$ cat src/rtl/if_id_pipe.sv
// IF/ID pipeline register with fetch-side control: hazard hold, instruction-memory
// stall handling, branch flush with late-data drop, and HALT freeze.
module if_id_pipe #(
  parameter logic [15:0] NOP_INST = 16'h0800,
  parameter logic [4:0]  HALT_OP  = 5'b00000
) (
  input  logic        clk,
  input  logic        rst,
  input  logic [15:0] inst_in,
  input  logic [15:0] pc2_in,
  input  logic        imem_stall,
  input  logic        imem_done,
  input  logic        sendNOP,
  input  logic        flush,
  output logic [15:0] inst_out,
  output logic [15:0] pc2_out,
  output logic        valid_out,
  output logic        pc_wr_en,
  output logic        halted,
  output logic [7:0]  stall_cnt
);

  // state    | meaning
  // RUN      | normal fetch; decode register advances every cycle
  // HAZ_HOLD | decode hazard; IF/ID contents frozen, PC held
  // MEM_WAIT | imem busy; bubbles into decode until imem_done
  // HALTED   | HALT latched; fetch frozen until a flush
  typedef enum logic [1:0] {RUN, HAZ_HOLD, MEM_WAIT, HALTED} state_t;

  state_t      state, state_nxt;
  logic        drop, drop_nxt;
  logic [15:0] inst_nxt, pc2_nxt;
  logic        valid_nxt;
  logic        take;
  logic        we;
  logic        is_halt;

  assign is_halt = (inst_in[15:11] == HALT_OP);

  always_comb begin
    state_nxt = state;
    drop_nxt  = drop;
    inst_nxt  = inst_out;
    pc2_nxt   = pc2_out;
    valid_nxt = valid_out;
    take      = 1'b0;
    we        = 1'b0;
    if (flush) begin
      inst_nxt  = NOP_INST;
      pc2_nxt   = 16'h0000;
      valid_nxt = 1'b0;
      we        = 1'b1;
      state_nxt = imem_stall ? MEM_WAIT : RUN;
      drop_nxt  = imem_stall;
    end else begin
      case (state)
        RUN, HAZ_HOLD: begin
          // A hazard already holding decode outranks a new imem stall.
          if (state == HAZ_HOLD && !sendNOP) begin
            state_nxt = HAZ_HOLD;
          end else if (imem_stall) begin
            state_nxt = MEM_WAIT;
            inst_nxt  = NOP_INST;
            valid_nxt = 1'b0;
          end else if (!sendNOP) begin
            state_nxt = HAZ_HOLD;
          end else begin
            take = 1'b1;
          end
        end
        MEM_WAIT: begin
          inst_nxt  = NOP_INST;
          valid_nxt = 1'b0;
          if (imem_done) begin
            drop_nxt  = 1'b0;
            state_nxt = RUN;
            take      = !drop;
          end
        end
        HALTED: begin
          inst_nxt  = NOP_INST;
          valid_nxt = 1'b0;
        end
        default: state_nxt = RUN;
      endcase
    end
    if (take) begin
      inst_nxt  = inst_in;
      pc2_nxt   = pc2_in;
      valid_nxt = 1'b1;
      we        = 1'b1;
      state_nxt = is_halt ? HALTED : RUN;
    end
  end

  // Gated by reset so the PC cannot be written while the pipe is held in reset.
  assign pc_wr_en = we & rst;
  assign halted   = (state == HALTED);

  always_ff @(posedge clk or negedge rst) begin
    if (!rst) begin
      state     <= RUN;
      drop      <= 1'b0;
      inst_out  <= NOP_INST;
      pc2_out   <= 16'h0000;
      valid_out <= 1'b0;
      stall_cnt <= 8'h00;
    end else begin
      state     <= state_nxt;
      drop      <= drop_nxt;
      inst_out  <= inst_nxt;
      pc2_out   <= pc2_nxt;
      valid_out <= valid_nxt;
      if (!pc_wr_en && state != HALTED && stall_cnt != 8'hFF)
        stall_cnt <= stall_cnt + 8'd1;
    end
  end

endmodule

$ cat config.mk
export PLATFORM = sky130hd
export DESIGN_NAME = if_id_pipe
export DESIGN_NICKNAME = d
export VERILOG_FILES = /design/src/rtl/if_id_pipe.sv
export SDC_FILE = /design/constraint.sdc
export NUM_CORES = 1
export LEC_CHECK = 0
export CELL_PAD_IN_SITES_DETAIL_PLACEMENT = 1
export CELL_PAD_IN_SITES_GLOBAL_PLACEMENT = 2
export CORE_ASPECT_RATIO = 1.25
export CORE_MARGIN = 5
export CORE_UTILIZATION = 23
export DETAILED_ROUTE_END_ITERATION = 10
export PLACE_DENSITY_LB_ADDON = 0.3
export REMOVE_ABC_BUFFERS = 1
export SYNTH_ARGS = -nofsm -noshare
export SYNTH_HDL_FRONTEND = slang
export SYNTH_SLANG_ARGS = --single-unit
$ cat constraint.sdc
create_clock -name clk -period 1.8 [get_ports clk]
set_input_delay 0.27 -clock clk [delete_from_list [all_inputs] [get_ports clk]]
set_output_delay 0.27 -clock clk [all_outputs]
set_load 0.02 [all_outputs]
---- Word level (Yosys, flattened, before mapping) ----
Index checks and enable logic that the tools add are counted.
operators by class
  muxes and demuxes ....................... 32
  reductions and logical operators ........ 17
  eq/ne operators ......................... 9
  add/sub/neg operators ................... 1
  bitwise operators ....................... 1
operator list
  cell                                                  count
  2-to-1 mux 16 bit                                     6
  case mux 16 bit (2 select lines)                      1
  2-to-1 mux 2 bit                                      8
  2-to-1 mux 1 bit                                      14
  inequality test 4 bit (second input constant)         3
  adder 8 x 1 -> 8 bit (second input constant)          1
  inequality test 8 bit (second input constant)         1
  inequality test 6 bit (second input constant)         1
  nonzero test 2 bit                                    3
  zero test 5 bit                                       1
  equality test 2 bit (second input constant)           2
  case mux 1 bit (2 select lines)                       2
  case mux 2 bit (2 select lines)                       1
  AND reduction 2 bit                                   2
  nonzero test 4 bit                                    1
  OR reduction 2 bit                                    2
  logical AND 1 bit                                     3
  zero test 1 bit                                       3
  AND reduction 3 bit                                   1
  equality test 2 x 1 -> 1 bit (second input constant)  1
  zero test 2 bit                                       1
  inequality test 2 bit (second input constant)         1
  AND 1 bit                                             1
storage, ports and cells
  bits in registers ....................... 44

---- Logic depth before layout (Yosys ltp) ----
  word-level depth ........................ 10
  depth in mapped cells ................... 7

---- Worst setup path before layout ----
OpenSTA, ideal clock, no wires.
  kind .................................... flip-flop to output port
  from .................................... register state[0]
  to ...................................... output pc_wr_en
  path slack .............................. -159 ps
  arrival time ............................ 1689 ps
  stages on the path, launching flop included .. 6
  buffers on the path ..................... 2
  cell sequence ........................... dfrtp_1 -> and4bb_4 -> nor2_1 -> buf_2 -> buf_4 -> a21boi_0
on the way
  cells in the longest elaborated chain, start to end .. 7
  elaborated cells between the ends (all ways) .. 10
  classes of those cells .................. eq/ne (2); mux (4); bitwise (1); reduce/logical (3)
RTL lines
  item                               line    RTL
  from (decl)                        30      state_t state, state_nxt;
  from (signal assigned)             109     state <= state_nxt;
  equality test 2 x 1 -> 1 bit       56, 59
  logical AND 1 bit                  59      if (state == HAZ_HOLD && !sendNOP) begin
  2-to-1 mux 1 bit                   59
  case mux 1 bit (2 select lines) *  56      case (state)
  2-to-1 mux 1 bit *                 48      if (flush) begin
  2-to-1 mux 1 bit *                 87      if (take) begin
  AND 1 bit *                        97      assign pc_wr_en = we & rst;
  to (decl)                          18      output logic pc_wr_en,
Every way passes the cells marked *; elsewhere a longest branch is shown, timed or not.

---- Worst setup path after layout ----
  from .................................... register state[1]
  to ...................................... register stall_cnt[1]
on the way
  cells in the longest elaborated chain, start to end .. 10
  elaborated cells between the ends (all ways) .. 14
  classes of those cells .................. eq/ne (3); mux (4); bitwise (1); reduce/logical (6)
RTL lines
  item                               line    RTL
  equality test 2 x 1 -> 1 bit       56, 59
  logical AND 1 bit                  59
  2-to-1 mux 1 bit                   59
  case mux 1 bit (2 select lines)    56
  2-to-1 mux 1 bit                   48
  2-to-1 mux 1 bit                   87
  AND 1 bit                          97
  zero test 1 bit                    114     if (!pc_wr_en && state != HALTED && stall_cnt != 8'hFF)
  logical AND 1 bit * (2 in series)  114
  to (signal assigned)               115     stall_cnt <= stall_cnt + 8'd1;
  to (decl)                          20      output logic [7:0] stall_cnt
Marked as above.
A chain may end at the register's enable or synchronous reset.

==> run summary <==
Nets - 300
Clk_skew - 0.00739 ns
Unrepaired setup endpoints after global routing - true
Initial antenna violation count - 0
Die H - 113 µm
Setup WS pre-CTS - -0.351 ns
GP Congestion - 0.732
Residual DRC - 0
CTS clk-pin slew, worst paths - 0.09 ns
Max-cap viol count - 0
Area growth from synthesis to layout - 62.1%
Final Critical Period - 1.80 ns
Clock root buffer - clkbuf_8
DP HPWL - 4390 µm
PnR worst setup slack - 0.000285 ns
Syn Inst Count - 156
Pre-antenna DRT Iters - 4
Final Hold Fails - 0
Slew HR - 61.9%
DR WL/cell - 16.7 µm
Layout cells sized above 1 - 19.8%
Total power draw - 3.05 mW
Routed wire length - 5980 µm
Power per cell area - 974 mW/mm²
Buffer levels on the longest clock path - 2
Crit. End Element - flip-flop
Slowest stage delay, CP - 0.46 ns
Clock power frac - 21.9%
R2r worst-path depth - 5
Via/cell ratio - 4.55
Final setup viols - 0
First-pass GRT wire length - 9600 µm
H-tree depth - 2
Final Max Tran Viols - 0
Drt initial violations - 27
Die Area - 0.0104 mm²
# rows - 37
Sequential power share - 41.4%
Combinational Power Share - 36.6%
Critical-path top delay cell - dfrtp_2
Final ANT Viol Nets - 0
Number of port buffers - 80
Routed vias - 1,634
Clk sink count - 44
Synthesized flop and latch total - 44
Gr usage total - 11.6%
Number of cells after detailed placement - 348
Worst-Skew Late Latency - 0.30 ns
Yosys warnings - 0
CTS buffer count - 5
Largest net degree at the start of global routing - 44
Net Sw Frac - 33.4%
Crit-path max FO - 6
Finished Layout Cells - 359
Crit path required time - 1.98 ns
CTS tree - built
Reg-to-reg endpoint - stall_cnt[1]$_DFFE_PN0P_
Worst VDD drop - 544 µV
Syn Area/Cell - 12.4 µm²
Core Region - 0.00824 mm²
Final global-route overflow total - 0
Initial Util - 23.5%
R2r startpoint - state[1]$_DFFE_PN0P_
Pleak - 1.44 nW
Final period utilization - 100%
Worst hold path type - in -> async
Worst slew pin tran - 0.572 ns
Startpoint Class - flip-flop
Reg2Reg Setup Slack - 0.0003 ns
FMAX - 556 MHz
Count of cell types in the netlist - 41
Top Ports - 81
Post-synthesis cell area - 0.00193 mm²
Critical Path AT - 1.98 ns
Hold slack - 0.177 ns
Register area share after synthesis - 57.0%
Outcome - finished, final reports clean
Crit path kind - reg -> reg
N_diodes - 0
Sw power - 1.02 mW
Vias in the first global route - 1,819
CP Cell Sequence - and4bb_4 > buf_6 > a211o_4 > or2_4 > mux2_4
Int Pwr - 2.03 mW
DIE WIDTH - 92.0 µm
[cell type report]
class / count / area (µm²)
clock inverter: 2 / 15.0
multi-input combinational: 100 / 807
inverter: 4 / 15.0
clock buffer: 6 / 82.6
fill: 910 / 5100
timing repair buffer: 106 / 991
sequential: 44 / 1100
tap: 97 / 121
[layer usage]
metal | track usage (%) | up-vias | share of wire, %
met2 | 19.6 | 45 | 51
met4 | 2.97 | 0 | 0.53
met1 | 14.3 | 818 | 43
li1 | - | 769 | -
met3 | 3.55 | 2 | 5.4
met5 | 0 | - | 0
[cells in the final DEF (no fill, tap or decap), types with 2 or more instances in the layout]
| cell | n |
|---|---|
| a21oi_1 | 2 |
| a22o_1 | 15 |
| buf_2 | 2 |
| buf_4 | 24 |
| clkbuf_8 | 6 |
| clkdlybuf4s50_1 | 77 |
| clkinvlp_4 | 2 |
| dfrtp_1 | 42 |
| inv_1 | 4 |
| mux2i_1 | 17 |
| nand2_1 | 4 |
| nand3_1 | 6 |
| nor2_1 | 19 |
| nor3_2 | 2 |
| o21ai_0 | 2 |
| xor2_1 | 5 |
[worst max-delay path by stage]
stage | startpoint | endpoint | slack (ns) | cells past startpoint
after floorplan | state[1]$_DFFE_PN0P_ | inst_out[0]$_DFFE_PN0P_ | -0.95 | 4
after global placement | sendNOP | pc_wr_en | -0.30 | 5
after detailed placement | sendNOP | pc_wr_en | -0.35 | 5
after CTS | state[1]$_DFFE_PN0P_ | stall_cnt[1]$_DFFE_PN0P_ | -0.01 | 5
after global routing | state[1]$_DFFE_PN0P_ | stall_cnt[1]$_DFFE_PN0P_ | -0.05 | 5
final | state[1]$_DFFE_PN0P_ | stall_cnt[1]$_DFFE_PN0P_ | 0.0003 | 5
[flip-flops by register name, indices dropped and copies added (netlist names)]
name,cells
inst_out,16
pc2_out,16
stall_cnt,8
state,2
drop,1
valid_out,1
[per-stage QoR]
stage               utilization (%)  area, µm²  setup TNS, ns
detailed placement             36.2       2980          -3.60
CTS                            37.7       3100        -0.0116
floorplan                         -       1890         -25.49
finish                         38.1       3140              0
global route                   38.1       3140         -0.107
global placement               36.2       2980          -3.16
[Yosys cell counts, drive strengths merged]
master	count	area (µm²)
a211o	1	17.5
nor4bb	1	25.0
a21oi	2	10.0
nand2	4	15.0
nand4	1	6.26
o21ai	3	15.0
clkbuf	2	7.51
a21boi	1	7.51
ha	1	12.5
dfrtp	43	1080
mux2	2	26.3
a21o	1	7.51
xor2	5	43.8
buf	6	37.5
and2	1	7.51
nand2b	1	6.26
nor3b	2	15.0
inv	4	15.0
a221oi	1	8.76
dfstp	1	26.3
o32a	1	10.0
nor4b	1	8.76
nor4	1	6.26
nand3	6	30.0
nor3	4	20.0
and4bb	1	16.3
or4	1	7.51
a22o	16	141
mux2i	17	170
o31a	1	8.76
nor2	20	75.1
or2	1	8.76
a2111oi	1	27.5
and2b	1	8.76
xnor2	1	8.76
[logic make-up (layout without fill, tap and decap cells)]
| kind of cell | count (synthesis) | in the layout | share of synthesized area, % |
|---|---|---|---|
| simple gates | 46 | 46 | 13.3 |
| mux | 19 | 19 | 10.2 |
| flops | 44 | 44 | 57.0 |
| xor+xnor | 6 | 6 | 2.72 |
| compound gates | 28 | 28 | 13.1 |
| fa+ha+maj | 1 | 1 | 0.647 |
| buf+inv | 12 | 118 | 3.10 |
[power groups by stage]
stage               combinational (mW)  sequential (mW)  clock, mW
floorplan                        0.330             1.45          0
detailed placement                1.10             1.28          0
global placement                  1.09             1.28          0
global route                      1.21             1.29      0.746
finish                            1.12             1.26      0.670
CTS                               1.12             1.27      0.703
[worst max-delay path, delay by kind of cell (launching register included)]
kind | cells | cell delay [ns]
multiplexers | 1 | 0.29
AO/OA/AOI/OAI | 1 | 0.36
AND/OR/NAND/NOR | 2 | 0.47
flip-flops | 1 | 0.46
buffers and inverters | 1 | 0.11
[timing repair]
action / CTS / global route
setup endpoints to repair: 9 / 7
gates resized for setup: 11 / 3
pin swaps: 4 / 0
setup buffers: 0 / 2
endpoints found under the hold margin: 1 / 0
hold buffers: 1 / 0
No activity file was read; power rests on OpenSTA's default activity.
